[config.mk]
export PLATFORM = sky130hd
export DESIGN_NAME = mips_cpu_alu_regfile_flat
export DESIGN_NICKNAME = d
export VERILOG_FILES = /design/src/rtl/mips_cpu_alu_regfile_if.sv /design/src/rtl/mips_cpu_alu_regfile.sv /design/src/flat_wrapper.sv
export SDC_FILE = /design/constraint.sdc
export NUM_CORES = 2
export LEC_CHECK = 0
export BUFFER_PORTS_ARGS = -buffer_cell sky130_fd_sc_hd__buf_2
export CORE_MARGIN = 1.5
export CORE_UTILIZATION = 40
export DETAILED_ROUTE_END_ITERATION = 8
export PLACE_DENSITY_LB_ADDON = 0.2
export SETUP_SLACK_MARGIN = 0.02
export SLEW_MARGIN = 5
export SYNTH_ARGS = -nofsm -noshare
export SYNTH_HDL_FRONTEND = slang
export SYNTH_SLANG_ARGS = --single-unit
[constraint.sdc]
create_clock -name clk -period 31.4 [get_ports clk]
set_clock_uncertainty 0.05 [all_clocks]
set_input_delay 6.28 -clock clk [delete_from_list [all_inputs] [get_ports clk]]
set_output_delay 6.28 -clock clk [all_outputs]
set_load 0.02 [all_outputs]
[src/rtl/mips_cpu_alu_regfile_if.sv]
// Datapath bundle between the multicycle CPU control FSM and
// the register file / ALU core.
interface mips_cpu_alu_regfile_if;
   logic [4:0]  rs_index;
   logic [4:0]  rt_index;
   logic [4:0]  write_index;
   logic        write_enable;
   logic [31:0] write_data;
   logic [5:0]  opcode;
   logic [5:0]  funct;
   logic [4:0]  shamt;
   logic [15:0] immediate;
   logic        carry_in;
   logic [31:0] rs_data;
   logic [31:0] rt_data;
   logic [31:0] alu_result;
   logic        carry_out;
   logic        zero;
   logic        branch;
   logic [31:0] register_v0;

   modport master (
      output rs_index, rt_index, write_index,
      output write_enable, write_data,
      output opcode, funct, shamt, immediate,
      output carry_in,
      input  rs_data, rt_data, alu_result,
      input  carry_out, zero, branch, register_v0
   );

   modport slave (
      input  rs_index, rt_index, write_index,
      input  write_enable, write_data,
      input  opcode, funct, shamt, immediate,
      input  carry_in,
      output rs_data, rt_data, alu_result,
      output carry_out, zero, branch, register_v0
   );
endinterface

[src/rtl/mips_cpu_alu_regfile.sv]
// Multicycle MIPS datapath core: 32x32 register file with two
// combinational read ports plus a combinational ALU/branch unit.
module mips_cpu_alu_regfile (
   input logic                   clk,
   input logic                   reset,
   mips_cpu_alu_regfile_if.slave bus
);
   localparam logic [5:0] OP_RTYPE  = 6'h00;
   localparam logic [5:0] OP_REGIMM = 6'h01;
   localparam logic [5:0] OP_BEQ    = 6'h04;
   localparam logic [5:0] OP_BNE    = 6'h05;
   localparam logic [5:0] OP_BLEZ   = 6'h06;
   localparam logic [5:0] OP_BGTZ   = 6'h07;
   localparam logic [5:0] OP_ADDIU  = 6'h09;
   localparam logic [5:0] OP_SLTI   = 6'h0A;
   localparam logic [5:0] OP_SLTIU  = 6'h0B;
   localparam logic [5:0] OP_ANDI   = 6'h0C;
   localparam logic [5:0] OP_ORI    = 6'h0D;
   localparam logic [5:0] OP_XORI   = 6'h0E;
   localparam logic [5:0] OP_LUI    = 6'h0F;

   localparam logic [5:0] FN_SLL  = 6'h00;
   localparam logic [5:0] FN_SRL  = 6'h02;
   localparam logic [5:0] FN_SRA  = 6'h03;
   localparam logic [5:0] FN_SLLV = 6'h04;
   localparam logic [5:0] FN_SRLV = 6'h06;
   localparam logic [5:0] FN_SRAV = 6'h07;
   localparam logic [5:0] FN_JR   = 6'h08;
   localparam logic [5:0] FN_JALR = 6'h09;
   localparam logic [5:0] FN_ADD  = 6'h20;
   localparam logic [5:0] FN_ADDU = 6'h21;
   localparam logic [5:0] FN_SUB  = 6'h22;
   localparam logic [5:0] FN_SUBU = 6'h23;
   localparam logic [5:0] FN_AND  = 6'h24;
   localparam logic [5:0] FN_OR   = 6'h25;
   localparam logic [5:0] FN_XOR  = 6'h26;
   localparam logic [5:0] FN_NOR  = 6'h27;
   localparam logic [5:0] FN_SLT  = 6'h2A;
   localparam logic [5:0] FN_SLTU = 6'h2B;

   logic [31:0] regs [0:31];

   logic [31:0] a;
   logic [31:0] b;
   logic [31:0] se;
   logic [31:0] ze;
   logic [32:0] add_ab;
   logic [32:0] sub_ab;
   logic [32:0] add_ai;
   logic [4:0]  sh_var;
   logic        lt_s;
   logic        lt_u;
   logic        lt_si;
   logic        lt_ui;
   logic        a_zero;
   logic        is_rtype;
   logic        is_mem;
   logic        is_bcmp;
   logic        is_regimm;
   logic [31:0] result;
   logic        cout;
   logic        br;

   // Register 0 is never written, so reset leaves it at zero for good.
   always_ff @(posedge clk or negedge reset) begin
      if (!reset) begin
         for (int i = 0; i < 32; i++) begin
            regs[i] <= '0;
         end
      end else if (bus.write_enable && (bus.write_index != 5'd0)) begin
         regs[bus.write_index] <= bus.write_data;
      end
   end

   assign bus.rs_data     = (bus.rs_index == 5'd0) ? '0 : regs[bus.rs_index];
   assign bus.rt_data     = (bus.rt_index == 5'd0) ? '0 : regs[bus.rt_index];
   assign bus.register_v0 = regs[2];

   assign a  = bus.rs_data;
   assign b  = bus.rt_data;
   assign se = {{16{bus.immediate[15]}}, bus.immediate};
   assign ze = {16'h0000, bus.immediate};

   assign add_ab = {1'b0, a} + {1'b0, b};
   assign sub_ab = {1'b0, a} + {1'b0, ~b} + 33'd1;
   assign add_ai = {1'b0, a} + {1'b0, se};
   assign sh_var = a[4:0];

   assign lt_s   = $signed(a) < $signed(b);
   assign lt_u   = a < b;
   assign lt_si  = $signed(a) < $signed(se);
   assign lt_ui  = a < se;
   assign a_zero = (a == 32'd0);

   assign is_rtype  = (bus.opcode == OP_RTYPE);
   assign is_regimm = (bus.opcode == OP_REGIMM);
   assign is_mem    = (bus.opcode >= 6'h20) && (bus.opcode <= 6'h2B);
   assign is_bcmp   = (bus.opcode >= OP_BEQ) && (bus.opcode <= OP_BGTZ);

   always_comb begin
      result = '0;
      cout   = bus.carry_in;
      br     = 1'b0;
      unique case (1'b1)
         is_rtype: begin
            case (bus.funct)
               FN_SLL:  result = b << bus.shamt;
               FN_SRL:  result = b >> bus.shamt;
               FN_SRA:  result = $signed(b) >>> bus.shamt;
               FN_SLLV: result = b << sh_var;
               FN_SRLV: result = b >> sh_var;
               FN_SRAV: result = $signed(b) >>> sh_var;
               FN_JR,
               FN_JALR: result = a;
               FN_ADD,
               FN_ADDU: begin
                  result = add_ab[31:0];
                  cout   = add_ab[32];
               end
               FN_SUB,
               FN_SUBU: begin
                  result = sub_ab[31:0];
                  cout   = sub_ab[32];
               end
               FN_AND:  result = a & b;
               FN_OR:   result = a | b;
               FN_XOR:  result = a ^ b;
               FN_NOR:  result = ~(a | b);
               FN_SLT:  result = {31'd0, lt_s};
               FN_SLTU: result = {31'd0, lt_u};
               default: result = '0;
            endcase
         end
         is_regimm: begin
            result = sub_ab[31:0];
            case (bus.rt_index)
               5'd0,
               5'd16:   br = a[31];
               5'd1,
               5'd17:   br = ~a[31];
               default: br = 1'b0;
            endcase
         end
         is_bcmp: begin
            result = sub_ab[31:0];
            case (bus.opcode)
               OP_BEQ:  br = (a == b);
               OP_BNE:  br = (a != b);
               OP_BLEZ: br = a[31] | a_zero;
               OP_BGTZ: br = ~a[31] & ~a_zero;
               default: br = 1'b0;
            endcase
         end
         is_mem: begin
            result = add_ai[31:0];
         end
         default: begin
            case (bus.opcode)
               OP_ADDIU: begin
                  result = add_ai[31:0];
                  cout   = add_ai[32];
               end
               OP_SLTI:  result = {31'd0, lt_si};
               OP_SLTIU: result = {31'd0, lt_ui};
               OP_ANDI:  result = a & ze;
               OP_ORI:   result = a | ze;
               OP_XORI:  result = a ^ ze;
               OP_LUI:   result = {bus.immediate, 16'h0000};
               default:  result = '0;
            endcase
         end
      endcase
   end

   assign bus.alu_result = result;
   assign bus.carry_out  = cout;
   assign bus.zero       = (result == 32'd0);
   assign bus.branch     = br;
endmodule

[src/flat_wrapper.sv]
// flat-port wrapper written by rule: the top's interface ports become plain ports
module mips_cpu_alu_regfile_flat 
  (clk, reset, bus_rs_index, bus_rt_index, bus_write_index, bus_write_enable, bus_write_data, bus_opcode, bus_funct, bus_shamt, bus_immediate, bus_carry_in, bus_rs_data, bus_rt_data, bus_alu_result, bus_carry_out, bus_zero, bus_branch, bus_register_v0);
  mips_cpu_alu_regfile_if bus_i ();
  input logic clk;
  input logic reset;
  input wire logic [$bits(bus_i.rs_index)-1:0] bus_rs_index;
  input wire logic [$bits(bus_i.rt_index)-1:0] bus_rt_index;
  input wire logic [$bits(bus_i.write_index)-1:0] bus_write_index;
  input wire logic [$bits(bus_i.write_enable)-1:0] bus_write_enable;
  input wire logic [$bits(bus_i.write_data)-1:0] bus_write_data;
  input wire logic [$bits(bus_i.opcode)-1:0] bus_opcode;
  input wire logic [$bits(bus_i.funct)-1:0] bus_funct;
  input wire logic [$bits(bus_i.shamt)-1:0] bus_shamt;
  input wire logic [$bits(bus_i.immediate)-1:0] bus_immediate;
  input wire logic [$bits(bus_i.carry_in)-1:0] bus_carry_in;
  output wire logic [$bits(bus_i.rs_data)-1:0] bus_rs_data;
  output wire logic [$bits(bus_i.rt_data)-1:0] bus_rt_data;
  output wire logic [$bits(bus_i.alu_result)-1:0] bus_alu_result;
  output wire logic [$bits(bus_i.carry_out)-1:0] bus_carry_out;
  output wire logic [$bits(bus_i.zero)-1:0] bus_zero;
  output wire logic [$bits(bus_i.branch)-1:0] bus_branch;
  output wire logic [$bits(bus_i.register_v0)-1:0] bus_register_v0;
  assign bus_i.rs_index = bus_rs_index;
  assign bus_i.rt_index = bus_rt_index;
  assign bus_i.write_index = bus_write_index;
  assign bus_i.write_enable = bus_write_enable;
  assign bus_i.write_data = bus_write_data;
  assign bus_i.opcode = bus_opcode;
  assign bus_i.funct = bus_funct;
  assign bus_i.shamt = bus_shamt;
  assign bus_i.immediate = bus_immediate;
  assign bus_i.carry_in = bus_carry_in;
  assign bus_rs_data = bus_i.rs_data;
  assign bus_rt_data = bus_i.rt_data;
  assign bus_alu_result = bus_i.alu_result;
  assign bus_carry_out = bus_i.carry_out;
  assign bus_zero = bus_i.zero;
  assign bus_branch = bus_i.branch;
  assign bus_register_v0 = bus_i.register_v0;
  mips_cpu_alu_regfile u_core (.clk(clk), .reset(reset), .bus(bus_i));
endmodule
==> reports/metrics.yaml <==
outcome:
  outcome: "finished clean"
route:
  top_layer: "met5"
  drt_first_pass_iters: 6
  num_vias: 57500
  drc: 0
  wl_met3_microns: 25600
  routed-wl-met2_microns: 150000
  post_drt_wl_per_cell_microns: 38.4
  drt_iter0_drc: 6205
  vias_per_cell: 6.75
  ant_nets: 0
  routed_wl_microns: 327000
  drt-met1-wl_microns: 128000
clock_tree:
  cts_resized: 0
  clock_sinks: 1024
  cts_htree_levels: 3
  post_cts_buffers: 0
  clk_pin_slew_ns: 0.06
  cts-root-buf: "clkbuf_16"
  numCtsBuffers: 107
  cts_max_path_buffers: 3
  ctsHoldBuffers: 0
  cts_tree: "yes"
  insertion_delay_ns: 0.76
critical_path:
  arrival_ns: 16.19
  reg2reg_from: "u_core.bus.register_v0[2]$_DFFE_PN0P_"
  crit_type: "in2out"
  slowest_stage: "buf_4"
  endpoint: "bus_zero"
  end_kind: "primary output"
  rr_endpoint: "u_core.bus.register_v0[2]$_DFFE_PN0P_"
  crit_start: "bus_rs_index[0]"
  rrSetupSlack_ns: 30.37
  crit_required_ns: 25.07
  critPathLaunchType: "input port"
  max_stage_delay_ns: 0.81
  crit_path_max_fanout: 87
  worstRegToRegCells: 1
synthesis:
  synth_top_family_by_area: "multiplexers"
  synth-simple-area-share_pct: 7.26
  ys_seq_elements: 1024
  synthArstFlopShare_pct: 100
  synthTopCellsByCount: "mux2_2 (1,081), dfrtp_1 (1,024), mux4_2 (392)"
  netlist_instances: 6150
  avgSynthCellArea_sq_um: 11.5
  synth_fp_nets: 6429
  ys_types: 110
  yosysWarnings: 0
  synth_compound_area_share_pct: 11.7
  synth_top_area_share_pct: 36.3
  synth_most_common_cell: "mux2_2"
  synth_area_leaders: "dfrtp_1 (36%), mux2_2 (17%), mux4_2 (12%)"
  synth-edff-count: 0
  ys.flop_type: "dfrtp_1"
  synthMuxAreaShare_pct: 35.6
  synth_area_sq_um: 70600
  synthAdderAreaFrac_pct: 3.49
  synth-xor-area-share_pct: 0.744
  seq_area_frac_synth_pct: 36.3
  yosys.area.top_type: "dfrtp_1"
min_path:
  min_path_type: "reg2reg"
floorplanning:
  initial_core_util_pct: 40.2
  core.rowCount: 154
  die_x_microns: 423
  die_h_microns: 423
  io_pins: 215
  die-area_sq_um: 179000
  coreArea_sq_um: 176000
sta:
  relSlewSlack_pct: 4.28
  final_max_slew_viol_count: 0
  period_share_pct: 71.7
  max_freq_mhz: 44.4
  min_period_ns: 22.52
  tightest_slew_ns: 1.40
  setup_violations: 0
  hold_viol: 0
  finalSetupTns_ns: 0
  rsz0062_at_grt: "false"
cells_and_area:
  post-route-util_pct: 44.3
  layout-area-overhead-vs-synth_pct: 10.2
  nets: 6364
  fin_cells: 8521
  final_layout_size_suffix_gt1_share_pct: 36.4
  design_area_sq_um: 77800
place:
  dp.cells: 8316
  postPlaceCellArea_sq_um: 74100
  gp_congestion: 1.03
  hpwl_microns: 222000
  port_buffers: 214
grt:
  grtUsageTotal_pct: 35.9
  grt_max_degree: 165
  overflow: 0
  antenna_found_initial: 15
  grt_pass1_wl_microns: 458000
  grt_pass1_vias: 57400
power:
  peakVddDrop_uv: 44.4
  power-per-cell-area_nw_per_um2: 60.8
  p_leak_nw: 33.6
run:
  cap_violations: 0
==> kinds of logic after synthesis <==
group / Yosys count
simple gates: 1068
compound gates: 1158
buf+inv: 781
mux: 1864
fa+ha+maj: 195
xor+xnor: 60
flops: 1024
==> state kept, by name, summed over array words and instances, names as in the netlist <==
register	count
u_core.bus.register_v0	32
u_core.regs	992
==> area by class of cell <==
cell class,count,area [sq um]
Fill cell,16500,97900
Multi-Input combinational cell,4345,42000
Sequential cell,1024,25600
Clock buffer,149,3090
Tap cell,2340,2930
Timing Repair Buffer,437,2900
Clock inverter,52,688
Inverter,170,638
Antenna cell,4,10.0
==> power by group <==
part / internal (mW) / switching, mW / total (mW)
Sequential: 1.57 / 0.195 / 1.77
Combinational: 0.679 / 0.916 / 1.59
Clock: 0.798 / 0.577 / 1.37
==> metal layers <==
| metal | GRT usage (%) | up-vias |
|---|---|---|
| met4 | 21.1 | 22 |
| li1 | - | 23300 |
| met5 | 0 | - |
| met3 | 6.78 | 841 |
| met1 | 45.5 | 30300 |
| met2 | 57.0 | 3016 |
==> worst max-delay path: cells and delay by family <==
family | cells | cell delay [ns]
buf+inv | 5 | 2.39
compound gates | 10 | 3.60
xor+xnor | 1 | 0.14
fa+ha+maj | 1 | 0.30
mux | 1 | 0.59
simple gates | 7 | 2.59
==> worst min path at each step <==
stage	startpoint	to	slack, ns	cells after the start
detailed placement	u_core.regs[1007]$_DFFE_PN0P_	u_core.regs[1007]$_DFFE_PN0P_	0.31	0
finish	u_core.regs[1007]$_DFFE_PN0P_	u_core.regs[1007]$_DFFE_PN0P_	0.33	0
global placement	u_core.regs[1011]$_DFFE_PN0P_	u_core.regs[1011]$_DFFE_PN0P_	0.31	0
global route	u_core.regs[1008]$_DFFE_PN0P_	u_core.regs[1008]$_DFFE_PN0P_	0.34	0
floorplan	u_core.regs[1011]$_DFFE_PN0P_	u_core.regs[1011]$_DFFE_PN0P_	0.37	1
CTS	u_core.regs[1011]$_DFFE_PN0P_	u_core.regs[1011]$_DFFE_PN0P_	0.33	0
==> cell usage in the layout, fill, tap and decap left out, types with 27 or more instances in the layout <==
cell | netlist | routed
a22oi_1 | 97 | 97
nor4_1 | 33 | 30
nand2_1 | 314 | 299
o221ai_1 | 55 | 55
inv_1 | 164 | 163
o21bai_1 | 28 | 28
mux2_2 | 1081 | 1081
clkbuf_16 | 0 | 107
xnor2_1 | 48 | 48
a21oi_1 | 243 | 243
nor3_1 | 104 | 78
nand3_1 | 103 | 103
mux4_2 | 392 | 392
nor3_2 | 3 | 29
ha_1 | 192 | 192
o22ai_1 | 66 | 66
o211ai_1 | 43 | 43
mux2i_1 | 375 | 375
a22o_1 | 39 | 39
and3_1 | 27 | 27
a31oi_1 | 31 | 31
a211oi_1 | 44 | 43
o21ai_0 | 158 | 156
buf_2 | 81 | 204
nor2_1 | 268 | 248
dfrtp_1 | 1024 | 1024
a221oi_1 | 57 | 57
buf_4 | 56 | 220
==> stage by stage <==
| stage | power, mW | hold slack [ns] | worst slack (ns) |
|---|---|---|---|
| after global placement | 3.32 | 0.311 | 8.98 |
| after floorplan | 2.76 | 0.375 | 10.75 |
| after global routing | 4.92 | 0.342 | 8.58 |
| after detailed placement | 3.34 | 0.315 | 9.05 |
| final | 4.73 | 0.331 | 8.88 |
| after CTS | 4.72 | 0.331 | 9.00 |
(Power assumes the default switching activity.)
